**config.mk**
```make
export PLATFORM = sky130hd
export DESIGN_NAME = svga_timing
export DESIGN_NICKNAME = d
export VERILOG_FILES = /design/src/rtl/svga_pkg.sv /design/src/rtl/svga_axis_counter.sv /design/src/rtl/svga_timing.sv
export SDC_FILE = /design/constraint.sdc
export NUM_CORES = 1
export LEC_CHECK = 0
export CAP_MARGIN = 10
export CORE_UTILIZATION = 30
export CTS_CLUSTER_DIAMETER = 80
export DETAILED_ROUTE_END_ITERATION = 8
export SYNTH_ARGS = -nofsm -noshare
export SYNTH_HDL_FRONTEND = slang
export SYNTH_SLANG_ARGS = --single-unit
```
**constraint.sdc**
```tcl
create_clock -name clk -period 2.8 [get_ports clk]
set_clock_uncertainty 0.15 [all_clocks]
set_input_delay 0.7 -clock clk [delete_from_list [all_inputs] [get_ports clk]]
set_output_delay 0.7 -clock clk [all_outputs]
set_load 0.03 [all_outputs]
```
**src/rtl/svga_pkg.sv**
```systemverilog
// Shared types and timing constants for the SVGA raster generator.
// Latency: n/a (declarations only).
// Backpressure: n/a.
package svga_pkg;

    typedef enum logic [1:0] {PH_ACTIVE, PH_FRONT, PH_SYNC, PH_BACK} svga_phase_t;

    localparam int X_W = 12;
    localparam int Y_W = 11;

    // 800x600@60 with a 40 MHz pixel clock
    localparam int SVGA_H_ACTIVE = 800;
    localparam int SVGA_H_FRONT  = 40;
    localparam int SVGA_H_SYNC   = 128;
    localparam int SVGA_H_BACK   = 88;
    localparam int SVGA_V_ACTIVE = 600;
    localparam int SVGA_V_FRONT  = 1;
    localparam int SVGA_V_SYNC   = 4;
    localparam int SVGA_V_BACK   = 23;

    // Reduced raster for fast simulation
    localparam int SIM_H_ACTIVE = 16;
    localparam int SIM_H_FRONT  = 2;
    localparam int SIM_H_SYNC   = 4;
    localparam int SIM_H_BACK   = 2;
    localparam int SIM_V_ACTIVE = 8;
    localparam int SIM_V_FRONT  = 1;
    localparam int SIM_V_SYNC   = 2;
    localparam int SIM_V_BACK   = 1;

endpackage

```
**src/rtl/svga_axis_counter.sv**
```systemverilog
// One raster axis: position counter plus ACTIVE/FRONT/SYNC/BACK phase FSM.
// Latency: count/phase registered; wrap is combinational from count and advance.
// Backpressure: none; steps whenever advance is high.
module svga_axis_counter
    import svga_pkg::*;
#(
    parameter int W      = 12,
    parameter int ACTIVE = 800,
    parameter int FRONT  = 40,
    parameter int SYNC   = 128,
    parameter int BACK   = 88
) (
    input  logic         clk,
    input  logic         reset_p,
    input  logic         advance,
    output logic [W-1:0] count,
    output svga_phase_t  phase,
    output logic         wrap
);

    localparam logic [W-1:0] END_ACTIVE = W'(ACTIVE - 1);
    localparam logic [W-1:0] END_FRONT  = W'(ACTIVE + FRONT - 1);
    localparam logic [W-1:0] END_SYNC   = W'(ACTIVE + FRONT + SYNC - 1);
    localparam logic [W-1:0] END_BACK   = W'(ACTIVE + FRONT + SYNC + BACK - 1);

    svga_phase_t phase_next;

    assign wrap = advance && (count == END_BACK);

    // Position and phase state; reset parks the axis at the first position.
    always_ff @(posedge clk) begin
        if (reset_p) begin
            count <= '0;
            phase <= PH_ACTIVE;
        end else begin
            phase <= phase_next;
            if (advance) begin
                count <= wrap ? '0 : count + W'(1);
            end
        end
    end

    // Phase advances when the count sits on the last position of the current phase.
    always_comb begin
        phase_next = phase;
        if (advance) begin
            unique case (phase)
                PH_ACTIVE: if (count == END_ACTIVE) phase_next = PH_FRONT;
                PH_FRONT:  if (count == END_FRONT)  phase_next = PH_SYNC;
                PH_SYNC:   if (count == END_SYNC)   phase_next = PH_BACK;
                PH_BACK:   if (count == END_BACK)   phase_next = PH_ACTIVE;
                default:   phase_next = PH_ACTIVE;
            endcase
        end
    end

endmodule

```
**src/rtl/svga_timing.sv**
```systemverilog
// Free-running SVGA raster generator: x/y, syncs, display enable, line/frame pulses.
// Latency: all outputs registered and mutually aligned (describe the x/y of the same cycle).
// Backpressure: none; runs every clock.
module svga_timing
    import svga_pkg::*;
#(
    parameter bit   is_simulation = 1'b0,
    parameter int   H_ACTIVE      = SVGA_H_ACTIVE,
    parameter int   H_FRONT       = SVGA_H_FRONT,
    parameter int   H_SYNC        = SVGA_H_SYNC,
    parameter int   H_BACK        = SVGA_H_BACK,
    parameter int   V_ACTIVE      = SVGA_V_ACTIVE,
    parameter int   V_FRONT       = SVGA_V_FRONT,
    parameter int   V_SYNC        = SVGA_V_SYNC,
    parameter int   V_BACK        = SVGA_V_BACK,
    parameter logic SYNC_POL      = 1'b1
) (
    input  logic           clk,
    input  logic           reset_p,
    output logic [X_W-1:0] x,
    output logic [Y_W-1:0] y,
    output logic           hsync,
    output logic           vsync,
    output logic           display_on,
    output logic           line_start,
    output logic           frame_start
);

    localparam int HA = is_simulation ? SIM_H_ACTIVE : H_ACTIVE;
    localparam int HF = is_simulation ? SIM_H_FRONT  : H_FRONT;
    localparam int HS = is_simulation ? SIM_H_SYNC   : H_SYNC;
    localparam int HB = is_simulation ? SIM_H_BACK   : H_BACK;
    localparam int VA = is_simulation ? SIM_V_ACTIVE : V_ACTIVE;
    localparam int VF = is_simulation ? SIM_V_FRONT  : V_FRONT;
    localparam int VS = is_simulation ? SIM_V_SYNC   : V_SYNC;
    localparam int VB = is_simulation ? SIM_V_BACK   : V_BACK;

    localparam logic [X_W-1:0] X_LAST = X_W'(HA + HF + HS + HB - 1);
    localparam logic [Y_W-1:0] Y_LAST = Y_W'(VA + VF + VS + VB - 1);

    // The axis counters run one clock ahead of the outputs: while the output
    // registers hold the last raster position during reset, the counters are
    // already parked at (0,0), so the first clock out of reset shows pixel 0.
    logic [X_W-1:0] h_count;
    logic [Y_W-1:0] v_count;
    svga_phase_t    h_phase;
    svga_phase_t    v_phase;
    logic           h_wrap;
    logic           v_wrap_unused;

    svga_axis_counter #(
        .W(X_W), .ACTIVE(HA), .FRONT(HF), .SYNC(HS), .BACK(HB)
    ) u_h_axis (
        .clk     (clk),
        .reset_p (reset_p),
        .advance (1'b1),
        .count   (h_count),
        .phase   (h_phase),
        .wrap    (h_wrap)
    );

    // Frame start is decoded from the ahead counters, so the vertical wrap is not consumed.
    svga_axis_counter #(
        .W(Y_W), .ACTIVE(VA), .FRONT(VF), .SYNC(VS), .BACK(VB)
    ) u_v_axis (
        .clk     (clk),
        .reset_p (reset_p),
        .advance (h_wrap),
        .count   (v_count),
        .phase   (v_phase),
        .wrap    (v_wrap_unused)
    );

    // Output registers: latch the ahead position and decode its flags together.
    always_ff @(posedge clk) begin
        if (reset_p) begin
            x           <= X_LAST;
            y           <= Y_LAST;
            hsync       <= ~SYNC_POL;
            vsync       <= ~SYNC_POL;
            display_on  <= 1'b0;
            line_start  <= 1'b0;
            frame_start <= 1'b0;
        end else begin
            x           <= h_count;
            y           <= v_count;
            hsync       <= (h_phase == PH_SYNC) ? SYNC_POL : ~SYNC_POL;
            vsync       <= (v_phase == PH_SYNC) ? SYNC_POL : ~SYNC_POL;
            display_on  <= (h_phase == PH_ACTIVE) && (v_phase == PH_ACTIVE);
            line_start  <= (h_count == '0);
            frame_start <= (h_count == '0) && (v_count == '0);
        end
    end

endmodule
```
After elaboration in Yosys (flattened, before gate mapping)
Cells that the tools add are included.

Flip-flop bits (word level): 55. Input port bits: 2. Output and inout bits: 28.

$add $sub $neg: 2. Equal/unequal tests: 22. Multiplexer cells: 13. Reduce and logical (&&, ||, !) cells: 10.

Operators by type and width (number): $eq A11 B10 Y1 const B (4); $eq A12 B10 Y1 const B (3); $mux W2 (8); $ne A2 B1 Y1 const B (8); $pmux W2 S4 (2); $add A12 B1 Y12 const B (1); $eq A12 B11 Y1 const B (1); $logic_not A12 Y1 (1); $add A11 B1 Y11 const B (1); $logic_not A11 Y1 (1); $mux W11 (1); $eq A2 B2 Y1 const B (4); $reduce_and A5 Y1 (1); $eq A2 B1 Y1 const B (2); $logic_not A2 Y1 (2); $reduce_and A4 Y1 (1); $logic_and A1 B1 Y1 (3); $mux W1 (2); $reduce_or A2 Y1 (1).

Longest topological paths before layout
Word-level depth: 3. Gate-level depth with buffers: 7.

Modules after synthesis
Synthesis repeated with hierarchy kept, for this count alone.

Cell total of the unflattened synthesis: 247. Area, all modules: 2414.8 um2.

By module, submodules not included: svga_axis_counter at u_v_axis (times used 1, cells each 91, area each 843.3 um2); svga_timing (times used 1, cells each 67, area each 797.0 um2); svga_axis_counter at u_h_axis (times used 1, cells each 89, area each 774.5 um2).

Least setup slack after synthesis
No wires, ideal clock.

Path type: flip-flop to flip-flop. Start point: register u_h_axis.count[11]. End point: register u_v_axis.count[5]. Arrival time: 1.979 ns. Required time: 2.518 ns. Setup slack: 0.539 ns. Stages on the path, launching flop included: 7. Cell sequence: dfxtp_1 -> or4b_4 -> or3_1 -> buf_2 -> or4_4 -> xor2_1 -> nor2_2.

Cells in the longest elaborated chain, start to end: 3.

RTL lines: start, declared (RTL line svga_axis_counter.sv:16) `output logic [W-1:0] count,`; start signal, assigned (RTL line svga_axis_counter.sv:38) `count <= wrap ? '0 : count + W'(1);`; $eq A12 B11 Y1 * (RTL line svga_axis_counter.sv:28) `assign wrap = advance && (count == END_BACK);`; $logic_and A1 B1 Y1 (RTL line svga_axis_counter.sv:28); $mux W11 (RTL line svga_axis_counter.sv:38); end signal, assigned (RTL line svga_axis_counter.sv:38); end, declared (RTL line svga_axis_counter.sv:16).

Mark *: on every way between the ends. The rest lies on a longest branch, timed or not. A chain may end at the register's enable or synchronous reset.

Final worst setup path
Start point: register u_h_axis.count[0]. End point: register u_v_axis.count[5].

Same word-level chain as after synthesis.

==> flow_summary.json <==
{
  "outcome": "finished clean",
  "wirelength_mm": 4.23,
  "tightest_slew_ns": 0.686,
  "whs_path_depth": 1,
  "grt_pass1_vias": 1508,
  "grt_max_degree": 30,
  "synth-seq-area-share": 0.491,
  "drive_gt1_frac": 0.0933,
  "fin_crit_sh": 0.873,
  "fp.coreArea_sq_mm": 0.00725,
  "hp-class": "flip-flop to flip-flop",
  "wl_per_cell_um": 11.5,
  "synth_largest_area_cell": "dfxtp_1",
  "slew_headroom": 0.539,
  "grt_pass1_wl_mm": 7.14,
  "clk_pin_slew_ns": 0.09,
  "syn_area_per_cell_sq_um": 9.54,
  "synthCells": 235,
  "clkLatencyLatePin_ns": 0.30,
  "n_antenna_cell": 0,
  "dieArea_sq_mm": 0.00782,
  "drtAntennaViolNets": 0,
  "clkSinkCount": 55,
  "fin_hold_ws_ns": 0.369,
  "reg2regPathDepth": 6,
  "start_kind": "flip-flop",
  "antenna_found_initial": 0,
  "n_fill_cell": 744,
  "yosysUniqueCellTypes": 43,
  "worstSetupPathType": "flip-flop to flip-flop",
  "finalSetupViolCount": 0,
  "die_x_um": 88.4,
  "fin_crit_ns": 2.44,
  "worstPathRequired_ns": 2.83,
  "ios": 30,
  "synthTopCellsByArea": "dfxtp_1 49%, ha_1 7.3%, xor2_1 5.1%",
  "drt_iter0_drc": 101,
  "die_h_um": 88.4,
  "place.gp.congestion": 0.782,
  "cts_buffer_depth": 2,
  "slew_viol_final": 0,
  "crit_fanout": 7,
  "dp_hpwl_mm": 3.00,
  "place_area_sq_mm": 0.00265,
  "mostFrequentLayoutCells": "55 x dfxtp_1, 30 x nor2_1, 29 x clkdlybuf4s50_1",
  "htree_levels": 2,
  "initial_utilization": 0.309,
  "vdd_drop_max_mv": 0.197,
  "yosys_warnings": 0,
  "cts_tree": "yes",
  "ctsRootBufferMaster": "clkbuf_8",
  "dr.pass1.iters": 4,
  "viasPerCell": 4.50,
  "grt_remaining_overflow": 0,
  "syn_nets": 250,
  "rsz0062_at_grt": "no",
  "post_cts_buffers": 0,
  "final_nets": 282,
  "powerDensity_mw_per_mm2": 537,
  "post_cts_resized": 0,
  "hold_buffers": 0,
  "numPortBuffers": 29,
  "rows": 31,
  "finalHoldViolations": 0,
  "cellLeakagePower_nw": 1.06,
  "design_area_sq_mm": 0.00277,
  "maxCapViolCount": 0,
  "gr-usage-all-layers": 0.119,
  "worstPathArrival_ns": 2.47,
  "area_growth_pct": 23.7,
  "synth_top_area_frac": 0.491,
  "tns_ns": 0,
  "synth-seq-cells": 55,
  "syn-cell-area_sq_mm": 0.00224,
  "fmax_ghz": 0.409,
  "layout_commonest_cell": "dfxtp_1",
  "synth-edff-count": 0,
  "vias": 1652,
  "async_flop_share": 0,
  "synthFlopType": "dfxtp_1",
  "numCtsBuffers": 5,
  "route.detailed.drc": 0,
  "crit_path_end_kind": "flip-flop"
}
-- metrics by stage --
step / cells / utilization / setup WS (ns) / power (W)
detailed placement: 359 / 0.365 / 0.257 / 0.000964
global route: 367 / 0.382 / 0.155 / 0.00155
floorplan: 235 / - / 0.539 / 0.000915
CTS: 367 / 0.382 / 0.327 / 0.00151
finish: 367 / 0.382 / 0.357 / 0.00149
global placement: 359 / 0.365 / 0.345 / 0.000964
-- routing by layer --
metal / wire, um / vias to the layer above / track usage
li1: - / 853 / -
met1: 2240 / 747 / 0.168
met2: 1740 / 45 / 0.178
met3: 175 / 7 / 0.0233
met4: 72 / 0 / 0.0484
met5: 0 / - / 0
-- path summary, 6_finish.rpt --
path	from	end	slack, ns
worst max-delay path	u_h_axis.count[0]	u_v_axis.count[5]	0.36
worst min-delay path	u_v_axis.count[10]	frame_start	0.37
worst max register to register	u_h_axis.count[0]	u_v_axis.count[5]	0.36
worst min register to register	u_v_axis.count[10]	frame_start	0.37
-- worst max-delay path, stage by stage, from the launching register on --
cell	delay (ns)
dfxtp_1	0.38
ha_1	0.30
nand4_1	0.22
or3_1	0.55
or4_4	0.51
xor2_1	0.17
nor2_2	0.04
-- synthesized netlist by cell type (all sizes together), types with 2 or more instances --
master / count
a21oi: 2
and3: 3
clkbuf: 6
dfxtp: 55
ha: 13
inv: 11
mux2i: 2
nand2: 13
nand3: 11
nand4: 9
nor2: 31
nor2b: 13
nor3: 6
nor4: 2
nor4b: 2
o21ai: 2
or2: 10
or3: 4
xnor2: 6
xor2: 13
-- kinds of logic after synthesis --
family                     synth area share
xor gates and xnor gates             0.0743
AOI/OAI and AO/OA                    0.0463
DFF                                   0.491
adders and majority gates            0.0726
and+or+nand+nor                       0.276
buffers and inverters                0.0307
muxes                               0.00893
-- where the power goes --
| part | switching [W] | leakage (nW) | total, W | internal [W] |
|---|---|---|---|---|
| Combinational | 0.0000742 | 0.545 | 0.000127 | 0.0000528 |
| Sequential | 0.0000124 | 0.449 | 0.000817 | 0.000805 |
| Clock | 0.000250 | 0.0618 | 0.000544 | 0.000294 |
-- area by class of cell --
type                    instances  area [sq um]  area share
flip-flops and latches         55          1100       0.397
multi-input cells             162          1070       0.386
repair buffers                 32           313       0.113
well taps                      99           124      0.0447
clock buffers                   6          82.6      0.0298
inverters                      11          41.3      0.0149
clock inverters                 2          38.8      0.0140
-- registers in the layout, indices dropped and copies added, names as in the netlist --
register        count
display_on          1
frame_start         1
hsync               1
line_start          1
u_h_axis.count     12
u_h_axis.phase      2
u_v_axis.count     11
u_v_axis.phase      2
vsync               1
x                  12
y                  11
Power figures use the tool's default switching activity.
